==> src/rtl/modport_mem.sv <==
// modport_mem: AXI4-Lite subordinate backed by a DEPTH x DLEN word register array.
// Write (AW/W/B) and read (AR/R) paths are independent, one outstanding
// transaction per direction.
// Ports:
//   aclk, areset                      clock, async active-high reset
//   awvalid/awready/awaddr/awprot     write address channel (awprot ignored)
//   wvalid/wready/wdata/wstrb         write data channel
//   bvalid/bready/bresp               write response channel
//   arvalid/arready/araddr/arprot     read address channel (arprot ignored)
//   rvalid/rready/rdata/rresp         read data channel
// Ready outputs are derived only from internal state; every other output is registered.
module modport_mem #(
    parameter int unsigned ALEN  = 32,
    parameter int unsigned DLEN  = 32,
    parameter int unsigned SLEN  = DLEN / 8,
    parameter int unsigned DEPTH = 16
) (
    input  logic            aclk,
    input  logic            areset,
    input  logic            awvalid,
    output logic            awready,
    input  logic [ALEN-1:0] awaddr,
    input  logic [2:0]      awprot,
    input  logic            wvalid,
    output logic            wready,
    input  logic [DLEN-1:0] wdata,
    input  logic [SLEN-1:0] wstrb,
    output logic            bvalid,
    input  logic            bready,
    output logic [1:0]      bresp,
    input  logic            arvalid,
    output logic            arready,
    input  logic [ALEN-1:0] araddr,
    input  logic [2:0]      arprot,
    output logic            rvalid,
    input  logic            rready,
    output logic [DLEN-1:0] rdata,
    output logic [1:0]      rresp
);

    localparam int unsigned OFS = $clog2(SLEN);
    localparam int unsigned IW  = $clog2(DEPTH);

    localparam logic [1:0] RESP_OKAY   = 2'b00;
    localparam logic [1:0] RESP_SLVERR = 2'b10;

    // Any address bit above the word index makes the access out of range.
    function automatic logic addr_oor(input logic [ALEN-1:0] a);
        return (a >> (OFS + IW)) != '0;
    endfunction

    logic [DLEN-1:0] mem [DEPTH];

    logic            aw_held;
    logic [IW-1:0]   aw_idx;
    logic            aw_oor;
    logic            w_held;
    logic [DLEN-1:0] w_data;
    logic [SLEN-1:0] w_strb;

    logic            aw_hs_c;
    logic            w_hs_c;
    logic            ar_hs_c;
    logic            commit_c;
    logic [DLEN-1:0] merged_c;
    logic            unused_c;

    assign awready  = !aw_held;
    assign wready   = !w_held;
    assign arready  = !rvalid;

    assign aw_hs_c  = awvalid && awready;
    assign w_hs_c   = wvalid && wready;
    assign ar_hs_c  = arvalid && arready;
    // Commit waits for the previous response to drain so bresp never changes under bvalid.
    assign commit_c = aw_held && w_held && !bvalid;

    assign unused_c = ^{awprot, arprot};

    // Byte-merge of the held write data into the addressed word.
    always_comb begin
        merged_c = mem[aw_idx];
        for (int unsigned i = 0; i < SLEN; i++) begin
            if (w_strb[i]) begin
                merged_c[8*i +: 8] = w_data[8*i +: 8];
            end
        end
    end

    // Write channel holding registers and response.
    always_ff @(posedge aclk or posedge areset) begin
        if (areset) begin
            aw_held <= 1'b0;
            aw_idx  <= '0;
            aw_oor  <= 1'b0;
            w_held  <= 1'b0;
            w_data  <= '0;
            w_strb  <= '0;
            bvalid  <= 1'b0;
            bresp   <= RESP_OKAY;
        end else begin
            if (aw_hs_c) begin
                aw_held <= 1'b1;
                aw_idx  <= awaddr[OFS +: IW];
                aw_oor  <= addr_oor(awaddr);
            end
            if (w_hs_c) begin
                w_held <= 1'b1;
                w_data <= wdata;
                w_strb <= wstrb;
            end
            if (commit_c) begin
                aw_held <= 1'b0;
                w_held  <= 1'b0;
                bvalid  <= 1'b1;
                bresp   <= aw_oor ? RESP_SLVERR : RESP_OKAY;
            end else if (bvalid && bready) begin
                bvalid <= 1'b0;
            end
        end
    end

    // Storage array; cleared on reset.
    always_ff @(posedge aclk or posedge areset) begin
        if (areset) begin
            mem <= '{default: '0};
        end else if (commit_c && !aw_oor) begin
            mem[aw_idx] <= merged_c;
        end
    end

    // Read channel; reads the array before any same-edge commit lands.
    always_ff @(posedge aclk or posedge areset) begin
        if (areset) begin
            rvalid <= 1'b0;
            rdata  <= '0;
            rresp  <= RESP_OKAY;
        end else if (ar_hs_c) begin
            rvalid <= 1'b1;
            if (addr_oor(araddr)) begin
                rdata <= '0;
                rresp <= RESP_SLVERR;
            end else begin
                rdata <= mem[araddr[OFS +: IW]];
                rresp <= RESP_OKAY;
            end
        end else if (rvalid && rready) begin
            rvalid <= 1'b0;
        end
    end

endmodule

==> config.mk <==
export PLATFORM = sky130hd
export DESIGN_NAME = modport_mem
export DESIGN_NICKNAME = d
export VERILOG_FILES = /design/src/rtl/modport_mem.sv
export SDC_FILE = /design/constraint.sdc
export NUM_CORES = 1
export LEC_CHECK = 0
export ABC_AREA = 1
export CAP_MARGIN = 10
export CORE_ASPECT_RATIO = 1.25
export CORE_UTILIZATION = 29
export CTS_BUF_LIST = sky130_fd_sc_hd__clkbuf_4 sky130_fd_sc_hd__clkbuf_8 sky130_fd_sc_hd__clkbuf_16
export CTS_CLUSTER_SIZE = 40
export DETAILED_ROUTE_END_ITERATION = 10
export SLEW_MARGIN = 20
export SYNTH_ARGS = -nofsm -noshare
export SYNTH_HDL_FRONTEND = slang
export SYNTH_SLANG_ARGS = --single-unit
==> constraint.sdc <==
create_clock -name aclk -period 31.7 [get_ports aclk]
set_input_delay 3.17 -clock aclk [delete_from_list [all_inputs] [get_ports aclk]]
set_output_delay 3.17 -clock aclk [all_outputs]
set_load 0.01 [all_outputs]
== Word level (Yosys, flattened, before mapping) ==
Cells that the tools add are included.
Widths: inputs -> output; s select.

* Reduce and logical (&&, ||, !) cells: 20
* Muxes and demuxes: 24
* Bitwise logic cells: 2
* Order comparisons: 3

{| class="wikitable"
|+ Operators with widths
! operator !! count
|-
| $bwmux 512 || 1
|-
| $bmux 32 s4 || 2
|-
| $mux 32 || 6
|-
| $demux 32 s4 || 1
|-
| $reduce_bool 32->1 || 2
|-
| $mux 8 || 4
|-
| $ge 5x5->1 const B || 2
|-
| $not 4->5 || 2
|-
| $logic_and 1x1->1 || 9
|-
| $mux 1 || 8
|-
| $reduce_bool 2->1 || 4
|-
| $logic_not 1->1 || 5
|-
| $lt 5x1->1 const B || 1
|-
| $mux 2 || 2
|}

* Output and inout bits: 41
* Logic and storage cells: 76
* Flip-flop bits (word level): 593

== Logic depth before layout (Yosys ltp) ==
Gate-level depths: netlist (run 1).

* Word-level depth: 6
* Mapped depth: 15
* Gate-level depth less buffers: 11

== Worst setup path after synthesis (run 1) ==
No wires, ideal clock.

* Path kind: input port to flip-flop
* From: input port araddr[2]
* To: register rdata[26]
* Cell stages on the path: 9
* Path buffers: 4
* Arrival: 4330 ps
* Setup slack: 27252 ps
* Cell sequence: clkbuf_1 -> buf_2 -> buf_2 -> clkbuf_1 -> o21ai_0 -> nand3_1 -> nand3_1 -> nand3_1 -> nand2_1

* Cells in the longest elaborated chain, start to end: 5

{| class="wikitable"
|+ RTL lines
! element !! line !! RTL
|-
| start, declared || 33 || <nowiki>input logic [ALEN-1:0] araddr,</nowiki>
|-
| $not 4->5 (not written as such) || 144 || <nowiki>rdata <= mem[araddr[OFS +: IW]];</nowiki>
|-
| $bmux 32 s4 || 144 ||
|-
| $mux 32 (not written as such) (2 in series) || 144 ||
|-
| $mux 32 || 140 || <nowiki>if (addr_oor(araddr)) begin</nowiki>
|-
| end signal, assigned || 144 ||
|-
| end, declared || 37 || <nowiki>output logic [DLEN-1:0] rdata,</nowiki>
|}

No other way between the ends. The select of a mux whose other input is x is not followed.
A chain may end at the register's enable or synchronous reset.

==> results of run 1 <==
[cells by family after synthesis]
group           after synthesis  share of synthesized area
compound gates              265                     0.0394
simple gates               3681                      0.452
other cells                   1                   0.000111
flops                       591                      0.439
mux                           5                    0.00167
buf+inv                     511                     0.0679
[through the flow]
| step | area (µm²) | setup slack, ns | util |
|---|---|---|---|
| after floorplan | 33700 | 11.99 | - |
| after global placement | 35900 | 25.16 | 0.312 |
| after detailed placement | 35900 | 25.16 | 0.312 |
| after CTS | 37900 | 25.87 | 0.330 |
| after global routing | 37900 | 25.49 | 0.330 |
| final | 37900 | 25.96 | 0.330 |
[layout make-up]
type / count / area [µm²] / area share
well taps: 1551 / 1940 / 0.0512
repair buffers: 207 / 1930 / 0.0508
diodes: 2 / 5.00 / 0.000132
inverters: 131 / 518 / 0.0137
clock buffers: 92 / 1820 / 0.0479
clock inverters: 19 / 214 / 0.00564
multi-input cells: 3953 / 16700 / 0.440
flip-flops and latches: 591 / 14800 / 0.390
[flip-flops by register name, summed over array words and instances, names as in the netlist]
signal,flops
w_strb,4
w_held,1
aw_held,1
bresp,1
bvalid,1
aw_oor,1
w_data,32
mem,512
rdata,32
rvalid,1
aw_idx,4
rresp,1
[power groups by stage]
stage / registers [mW] / logic (mW) / clock network, mW
global placement: 0.892 / 0.757 / 0
floorplan: 0.867 / 0.539 / 0
detailed placement: 0.894 / 0.762 / 0
global route: 0.891 / 0.829 / 0.793
CTS: 0.881 / 0.764 / 0.765
finish: 0.883 / 0.784 / 0.755
[metal layers]
metal / wire (µm) / part of all wire
met1: 53400 / 0.39
met2: 63800 / 0.46
met3: 13200 / 0.096
met4: 8190 / 0.059
met5: 0 / 0
[tightest hold or removal path, stage by stage, from the launching register on]
cell                      delay [ns]
sky130_fd_sc_hd__dfrtp_1        0.34
sky130_fd_sc_hd__nand2_1        0.05
sky130_fd_sc_hd__nand2_1        0.05
[final timing paths]
check / start / endpoint / slack (ns)
hold / removal: mem[58] / mem[58] / 0.48
max in group aclk: araddr[3] / rdata[31] / 25.97
min in group asynchronous: areset / rdata[24] / 2.98
setup / recovery: areset / mem[199] / 25.96
setup reg to reg: aw_idx[2] / mem[4] / 27.50
hold reg to reg: mem[58] / mem[58] / 0.48
[placed cells by master, fill, tap and decap left out, drive strengths merged]
| cell type | n |
|---|---|
| dfrtp | 591 |
| nand3 | 964 |
| diode | 2 |
| clkinv | 12 |
| clkbuf | 92 |
| nor2 | 161 |
| mux2 | 5 |
| clkdlybuf4s50 | 137 |
| nand2 | 2540 |
| or2 | 3 |
| a21oi | 133 |
| bufinv | 4 |
| nand4 | 1 |
| nor4 | 10 |
| nor3 | 2 |
| o21ai | 132 |
| buf | 70 |
| conb | 2 |
| inv | 134 |
==> results.txt, run 1 <==
----------------------------------------------------
[Worst hold path]
  Number of instances on the worst hold path ... 2
  Path type of the worst min-delay path ... register to register

[Floorplanning]
  Std-Cell Core Area ... ~110000 µm²
  Die extent in y ... 383 µm
  Initial Utilization ... 0.293
  Area of the die ... 117000 µm²
  # rows ... about 140
  Horiz. Die Dim ... 307 µm
  Ports placed on the boundary ... about 150

[Power]
  Power per Cell Area ... roughly 64 nW/µm²
  Power Internal ... around 1.4 mW
  Maximum resistive drop on vdd ... approximately 0.064 mV
  Switching power ... 1.04 mW
  Overall power ... ~2.4 mW
  Share of total power in sequential cells ... 0.364
  Switching part of the total ... 0.428
  Leak pwr ... between 15 and 20 nW
  Fraction of power consumed by combinational cells ... 0.324
  Clk pwr share ... 0.312

[STA]
  Final hold slack ... 0.480 ns
  Worst Tran Pin Value ... approximately 1.2 ns
  Clock period minus worst slack ... about 5.7 ns
  Number of endpoints with negative hold slack in the final report ... 0
  Worst clock skew ... between 0.02 and 0.025 ns
  Final sum of negative setup slack ... 0 ns
  Final setup violating endpoints ... 0
  RSZ-0062 raised after global routing ... no
  Achievable frequency ... 0.174 GHz
  Max_slew headroom ... 0.185
  Count of pins over their slew limit ... 0
  Post-route fraction of the period consumed by the critical path ... 0.181

[Yosys]
  Post-synthesis cell type count ... 26
  Mean area per synthesized cell ... about 6.7 µm²
  Most used flip-flop cell after synthesis ... sky130_fd_sc_hd__dfrtp_1
  Cell types with the highest counts after synthesis ... sky130_fd_sc_hd__nand2_1 (2507), sky130_fd_sc_hd__nand3_1 (964), sky130_fd_sc_hd__dfrtp_1 (591), sky130_fd_sc_hd__clkbuf_1 (214), sky130_fd_sc_hd__nor2_1 (145)
  Netlist Area Pre-Place ... between 30000 and 40000 µm²
  Dominant cells by area after synthesis ... sky130_fd_sc_hd__dfrtp_1 (44%), sky130_fd_sc_hd__nand2_1 (28%), sky130_fd_sc_hd__nand3_1 (14%)
  Share of Yosys cell area claimed by the top area cell type ... 0.439
  Number of synthesized flops with an enable pin ... 0
  Library cell with the highest instance count after synthesis ... sky130_fd_sc_hd__nand2_1
  Largest area contributor in the netlist ... sky130_fd_sc_hd__dfrtp_1
  #FFs+latches synth ... 591
  Proportion of synthesized flip-flops having asynchronous set or reset ... 1.00
  Gate count of the mapped netlist ... between 5000 and 6000
  Synth warnings ... 0
  Sequential area share after synthesis ... 0.439

[Setup path]
  Data arrival time of the worst path ... between 6 and 7 ns
  Startpoint type of the worst setup path ... input pin
  Maximum fanout count along the critical path ... approximately 160
  Cell repeated most along the worst path ... sky130_fd_sc_hd__buf_4
  List of cells traversed by the critical path ... clkdlybuf4s50_1 -> inv_8 -> buf_4 -> buf_4 -> buf_12
  Logic depth of the worst setup path including buffers ... 5
  Kind of capture point of the worst setup path ... async pin
  Buffers and inverters on the worst path ... 5
  Critical Path Slowest Stage Cell ... sky130_fd_sc_hd__buf_4
  Gate family responsible for the most delay along the worst path ... buffers and inverters
  Worst path max stage delay ... between 0.7 and 0.8 ns
  CP Class ... input pin to async pin
  Number of cells on the worst reg-to-reg path ... 10
  Endpoint required time on the critical path ... around 32 ns

[Clock network]
  H-tree levels ... 2
  Hold buffer count at CTS ... 0
  Root buffer selected by CTS ... sky130_fd_sc_hd__clkbuf_16
  Clock Latency Late Sink ... roughly 0.68 ns
  Clock transition at the registers of the reported paths ... 0.06 ns
  Number of post-CTS setup repair buffers ... 0
  TritonCTS clock tree ... yes
  Number of buffers created by CTS ... just under 60
  PostCTS Resize Cnt ... 0
  Number of sinks handled by clock tree synthesis ... just under 600
  Maximum count of clock buffers along a single path ... 3

[Detailed routing]
  Remaining design rule violation count ... 0
  Remaining number of nets flagged by the antenna check after routing ... 0
  Average wire length per cell after detail routing ... 21.2 µm
  Pre-antenna DRT Iters ... 6
  Avg Vias per Cell ... 5.29
  Final Routed Wirelength ... ~140 mm
  Number of vias in the routed layout ... between 30000 and 40000
  Number of DRC violations after detailed-routing iteration 0 ... between 4000 and 5000

[Global routing]
  Global-route layer with the greatest usage ... met2
  Total gr overflow ... 0
  Number of antenna violations at the first check in global routing ... 0
  Vias in the first global route ... 32800
  Pin count of the biggest net entering global routing ... 162
  First-pass GRT wire length ... slightly above 200 mm
  Total GRT Usage ... 0.232
  Global routing met2 resource utilization ... 0.381
  Fraction of met1 tracks used by global routing ... 0.288
  Met3 layer usage reported by global route ... 0.0376

[Final layout]
  Area growth from synthesis to layout ... 12.6%
  Count of filler cells inserted in the layout ... 12300
  Proportion of layout cells with a drive suffix above 1 ... 0.0541
  Post-route insts no fill ... between 6000 and 7000
  Post-layout nets ... 5056

[Flow run]
  Number of violations of the max-capacitance limit ... 0

[Status]
  Run status ... complete, no violations

[Placed design]
  Gp weighted congestion ... 0.821
  Buffers on Ports ... 141
  Number of placed cells counting well taps ... 6433
  Half-perimeter wire length after placement ... approximately 70 mm

----------------------------------------------------
Note: power is estimated with default switching activity, not from simulation.
==> run 2, diff against run 1 <==
==> constraint.sdc (replaced) <==
create_clock -name aclk -period 5.08 [get_ports aclk]
set_input_delay 0.508 -clock aclk [delete_from_list [all_inputs] [get_ports aclk]]
set_output_delay 0.508 -clock aclk [all_outputs]
set_load 0.01 [all_outputs]
==> results.txt, run 2 (same netlist as run 1, synthesis figures left out) <==
----------------------------------------------------
[Setup path]
  Buffers and inverters on the worst path ... 6 (was 5)
  CP Class ... register to register (was input pin to async pin)
  Kind of capture point of the worst setup path ... register (was async pin)
  Endpoint required time on the critical path ... 5.62 ns (was 32.37 ns)
  Gate family responsible for the most delay along the worst path ... buffers and inverters (unchanged)
  Maximum fanout count along the critical path ... 33 (was 161)
  Critical Path Start ... aw_idx[3] (was areset)
  Launch instance of the worst register-to-register path ... aw_idx[3] (was aw_idx[2])
  Worst reg2reg setup slack ... 1.19 ns (was 27.50 ns)
  Data arrival time of the worst path ... 4.43 ns (was 6.40 ns)
  List of cells traversed by the critical path ... inv_1 -> nand2_1 -> buf_4 -> inv_1 -> nand2_1 -> nor2_4 -> buf_4 -> inv_1 -> buf_4 -> nand2_1 -> nand2_1 (was clkdlybuf4s50_1 -> inv_8 -> buf_4 -> buf_4 -> buf_12)
  Startpoint type of the worst setup path ... register (was input pin)
  Cell repeated most along the worst path ... sky130_fd_sc_hd__nand2_1 (was sky130_fd_sc_hd__buf_4)
  Worst path max stage delay ... 0.78 ns (was 0.75 ns)
  Critical Path Slowest Stage Cell ... sky130_fd_sc_hd__inv_1 (was sky130_fd_sc_hd__buf_4)

[Detailed routing]
  Remaining design rule violation count ... 0 (unchanged)
  Final Routed Wirelength ... 139 mm (about the same)
  Remaining number of nets flagged by the antenna check after routing ... 0 (unchanged)
  Number of vias in the routed layout ... 34800 (was 34600)
  Pre-antenna DRT Iters ... 6 (unchanged)
  Number of DRC violations after detailed-routing iteration 0 ... 4099 (was 4008)
  Average wire length per cell after detail routing ... 21.2 µm (about the same)
  Avg Vias per Cell ... 5.32 (was 5.29)

[Power]
  Power per Cell Area ... 403 nW/µm² (was 63.9 nW/µm²)
  Maximum resistive drop on vdd ... 0.344 mV (was 0.0645 mV)
  Leak pwr ... 19.5 nW (was 19.4 nW)

[STA]
  Number of endpoints with negative hold slack in the final report ... 0 (unchanged)
  Count of pins over their slew limit ... 0 (unchanged)
  Clock period minus worst slack ... between 3 and 4 ns
  Achievable frequency ... 0.257 GHz
  Final hold slack ... 0.402 ns (was 0.480 ns)
  Worst Tran Pin Value ... 1.19 ns (was 1.22 ns)
  RSZ-0062 raised after global routing ... no (unchanged)
  Post-route fraction of the period consumed by the critical path ... 0.766
  Max_slew headroom ... 0.209 (was 0.185)
  Post-route worst setup slack ... 1.19 ns (was 25.96 ns)
  Worst clock skew ... 0.0129 ns (was 0.0216 ns)
  Final setup violating endpoints ... 0 (unchanged)
  Final sum of negative setup slack ... 0 ns (unchanged)

[Clock network]
  Hold buffer count at CTS ... 0 (unchanged)
  Number of post-CTS setup repair buffers ... 0 (unchanged)
  Clock transition at the registers of the reported paths ... 0.07 ns (was 0.06 ns)
  Root buffer selected by CTS ... sky130_fd_sc_hd__clkbuf_16 (unchanged)
  Number of sinks handled by clock tree synthesis ... 591 (unchanged)
  H-tree levels ... 2 (unchanged)
  Clock Latency Late Sink ... 0.66 ns (was 0.68 ns)
  Maximum count of clock buffers along a single path ... 3 (unchanged)
  TritonCTS clock tree ... yes (unchanged)
  PostCTS Resize Cnt ... 0 (unchanged)
  Number of buffers created by CTS ... 60 (was 59)

[Global routing]
  Number of antenna violations at the first check in global routing ... 1 (was 0)
  Vias in the first global route ... 32300 (was 32800)
  Total gr overflow ... 0 (unchanged)
  Pin count of the biggest net entering global routing ... 153 (was 162)
  First-pass GRT wire length ... 207 mm (about the same)
  Total GRT Usage ... 0.232 (about the same)

[Final layout]
  Flip-flop count of the largest register, all copies and words added ... 512 (unchanged)
  Area growth from synthesis to layout ... 13.5% (was 12.6%)
  Seq. cell area ... 14800 µm² (unchanged)
  Multi-input logic area ... 16700 µm² (about the same)
  Registers with the most flip-flops ... mem x512, rdata x32, w_data x32 (unchanged)
  Most frequent cells in the layout ... sky130_fd_sc_hd__nand2_1 (2505), sky130_fd_sc_hd__nand3_1 (964), sky130_fd_sc_hd__dfrtp_1 (589) (unchanged)
  Post-route insts no fill ... 6553 (was 6546)
  Count of filler cells inserted in the layout ... 12400 (was 12300)
  Post-layout nets ... 5065 (was 5056)
  Most common library cell in the layout ignoring fill and taps ... sky130_fd_sc_hd__nand2_1 (unchanged)
  N_diodes ... 0 (was 2)
  Proportion of layout cells with a drive suffix above 1 ... 0.0558 (was 0.0541)
  Largest register by flop count ... mem (unchanged)

[Floorplanning]
  Horiz. Die Dim ... 307 µm (unchanged)
  Die extent in y ... 383 µm (unchanged)
  Ports placed on the boundary ... 154 (unchanged)
  Area of the die ... 117000 µm² (unchanged)
  # rows ... 139 (unchanged)
  Std-Cell Core Area ... 115000 µm² (unchanged)
  Initial Utilization ... 0.293 (unchanged)

[Worst hold path]
  Hold path startpoint ... bready (was mem[58])
  Path type of the worst min-delay path ... input pin to register (was register to register)

[Placed design]
  Gp weighted congestion ... 0.834 (was 0.821)
  Post-placement worst setup slack ... 1.33 ns (was 25.16 ns)
  Number of placed cells counting well taps ... 6441 (was 6433)
  Buffers on Ports ... 141 (unchanged)
  Half-perimeter wire length after placement ... 71.6 mm (was 70.0 mm)

[Status]
  Run status ... complete, no violations (unchanged)

[Flow run]
  Number of violations of the max-capacitance limit ... 0 (unchanged)

----------------------------------------------------
## run 2: cell types whose count changed in the layout (fill, tap and decap cells not counted), sizes merged
cell      previous run  this run
clkbuf              92        82
buf                 70        78
bufinv               4         9
clkinv              12        17
clkinvlp             0         4
inv                134       131
diode                2         0
## run 2: path summary, 6_finish.rpt
| path | cells after the start | end |
|---|---|---|
| worst min-delay path | 2 | bvalid |
| worst max-delay path | 11 | mem[369] |
| worst min register to register | 2 | rdata[29] |
| min in group asynchronous | 3 | mem[239] |
| worst max register to register | 11 | mem[369] |
| max in group asynchronous | 3 | mem[501] |
## run 2: routing by layer
layer / wire [µm] / vias to the layer above / GRT usage
li1: - / 15800 / -
met1: 54100 / 16500 / 0.298
met2: 62600 / 2059 / 0.373
met3: 14400 / 467 / 0.0398
met4: 7890 / 0 / 0.117
met5: 0 / - / 0
## run 2: per-stage QoR
| step | instance area, µm² | util | power [mW] |
|---|---|---|---|
| finish | 38200 | 0.332 | 15.4 |
| global route | 38200 | 0.332 | 16.0 |
| CTS | 38200 | 0.332 | 15.3 |
| detailed placement | 36000 | 0.314 | 10.4 |
| global placement | 36000 | 0.314 | 10.3 |
| floorplan | 33700 | - | 8.78 |
## run 2: power by group
part | total [mW] | switching, mW | internal, mW
clock network | 4.97 | 2.08 | 2.88
registers | 5.57 | 0.441 | 5.13
logic | 4.86 | 4.00 | 0.864
total | 15.4 | 6.52 | 8.88
## run 2: layout make-up
type	instances	share of cell area
multi-input cells	3953	0.437
flip-flops and latches	591	0.387
repair buffers	215	0.0546
well taps	1551	0.0508
clock buffers	82	0.0462
inverters	131	0.0135
clock inverters	30	0.0103
==> RTL change, RTL diff (config.mk and constraints of run 2) <==
The parameter `ALEN` goes from 32 to 16.
--- a/src/rtl/modport_mem.sv
+++ b/src/rtl/modport_mem.sv
@@ -11,5 +11,5 @@
 // Ready outputs are derived only from internal state; every other output is registered.
 module modport_mem #(
-    parameter int unsigned ALEN  = 32,
+    parameter int unsigned ALEN  = 16,
     parameter int unsigned DLEN  = 32,
     parameter int unsigned SLEN  = DLEN / 8,
Ports: changed (resized araddr and awaddr); port bits go from 154 to 122. The function was not compared with the original's and may differ.
==> RTL change against run 2 <==
  * Combinational power is essentially flat
  * Sequential cell count is the same
  * Utilization shrank 0.32 points
  * Routed wire length shrank 3.8%
  * Worst setup slack gained 0.37 ns
  * Highest routed layer unchanged
  * Synthesized area grew 2.6%
  * Final cell count grew 1.3%
  * Maximum frequency grew 10%
  * First-iteration DRC count shrank 7.9%
  * Global-route usage shrank 1.4 points
  * Largest power group unchanged
  * Design area grew 1.8%
  * Count of clock-buffer cells in the layout grew 13
  * Clock skew grew 0.025 ns
  * Total power grew 1.3%
==> RTL change: results (changes against run 2) <==
wire per inst=20.1 um (-5.1%); first-pass GRT wire length=202,000 um (-2.6%); M1 wire length=52,800 um (-2.4%); GR Layer Usage met2=0.361 (-0.0124); DR iter-0 viols=3,774 (-7.9%); top cells by count, synth=nand2_1 (2,190), nand3_1 (730), dfrtp_1 (591); DR WL met3=10,500 um (-27%); WS Path Type=reg2reg; worst rel slew slack=0.170 (-0.0389); flop2flop setup slack=1.56 ns (+0.37 ns); Place WS=1.66 ns (+0.325 ns); share of cells above drive strength 1=0.0628 (+0.00701); status=completed; Synth Flop Type=dfrtp_1; Largest stage delay, worst path=0.83 ns (+0.05 ns); Synth area leaders=dfrtp_1 (43%), nand2_1 (24%), nand3_1 (11%); Leak=19.9 nW (+1.8%); vias in the first global route=32,100 (-0.46%); Setup Skew=0.0377 ns (+0.0247 ns); Hold Slack=0.240 ns (-0.162 ns); post-synthesis sequential area ratio=0.428 (-0.0112); Worst EP arrival=4.10 ns (-0.33 ns); period utilization=0.694 (-0.0720); Placer Congestion=0.852 (+2.2%); Num CTS Buffers=69 (+15%); syn_area_per_cell=6.74 um2 (+1.2%); r2r startpoint=aw_idx[1]; H-tree levels=3 (+1); GR Util All Layers=0.218 (-0.0138); maximum vdd drop=0.382 mV (+11%); Finished Layout Cells=6,638 (+1.3%); met2 routed WL=62,700 um (about the same); post-synth cell types=29 (+12%); CP Max Fanout=67 (+100%); Vias=34,100 (-2.2%); M3 GR Usage=0.0344 (-0.00533); nets=5,098 (+0.65%); initial antenna violation count=0 (-1); met1 usage=0.270 (-0.0285)
[RTL change: final timing paths]
path,to,cells past startpoint
min in group aclk,w_data[20],3
hold reg to reg,rdata[7],2
setup / recovery,mem[457],6
hold / removal,mem[188],2
max in group asynchronous,mem[70],4
setup reg to reg,mem[457],6
[RTL change: metrics by stage]
step	setup TNS, ns	cell area, um2
floorplan	-2059.84	34600
global placement	0	36600
detailed placement	0	36600
CTS	0	38900
global route	0	38900
finish	0	38900
[RTL change: power by group through the flow]
stage               registers (mW)  clock network, mW  logic (mW)
floorplan                     5.33                  0        3.50
global placement              5.57                  0        4.74
detailed placement            5.58                  0        4.76
CTS                           5.49               5.36        4.78
global route                  5.55               5.52        5.11
finish                        5.50               5.25        4.85
[RTL change: worst reg2reg max path, stage by stage, from the launching register on]
cell and delay [ns]:
dfrtp_4 0.78, inv_6 0.88, nand2_8 0.56, nor2_4 0.30, buf_4 0.65, nand3_1 0.17
nand2_1 0.08
[RTL change: cell type report]
type / count / share of cell area
Tap cell: 1573 / 0.0506
Sequential cell: 591 / 0.380
Multi-Input combinational cell: 3782 / 0.424
Timing Repair Buffer: 190 / 0.0476
Inverter: 383 / 0.0374
Clock buffer: 95 / 0.0526
Clock inverter: 24 / 0.00740
[RTL change: cells by family (layout without fill, tap and decap cells)]
group,count (synthesis),in the layout,synth area share
flip-flops,591,591,0.428
other,1,2,0.000109
AO/OA/AOI/OAI,457,457,0.0763
buffers and inverters,755,692,0.0978
AND/OR/NAND/NOR,3319,3319,0.396
multiplexers,4,4,0.00130
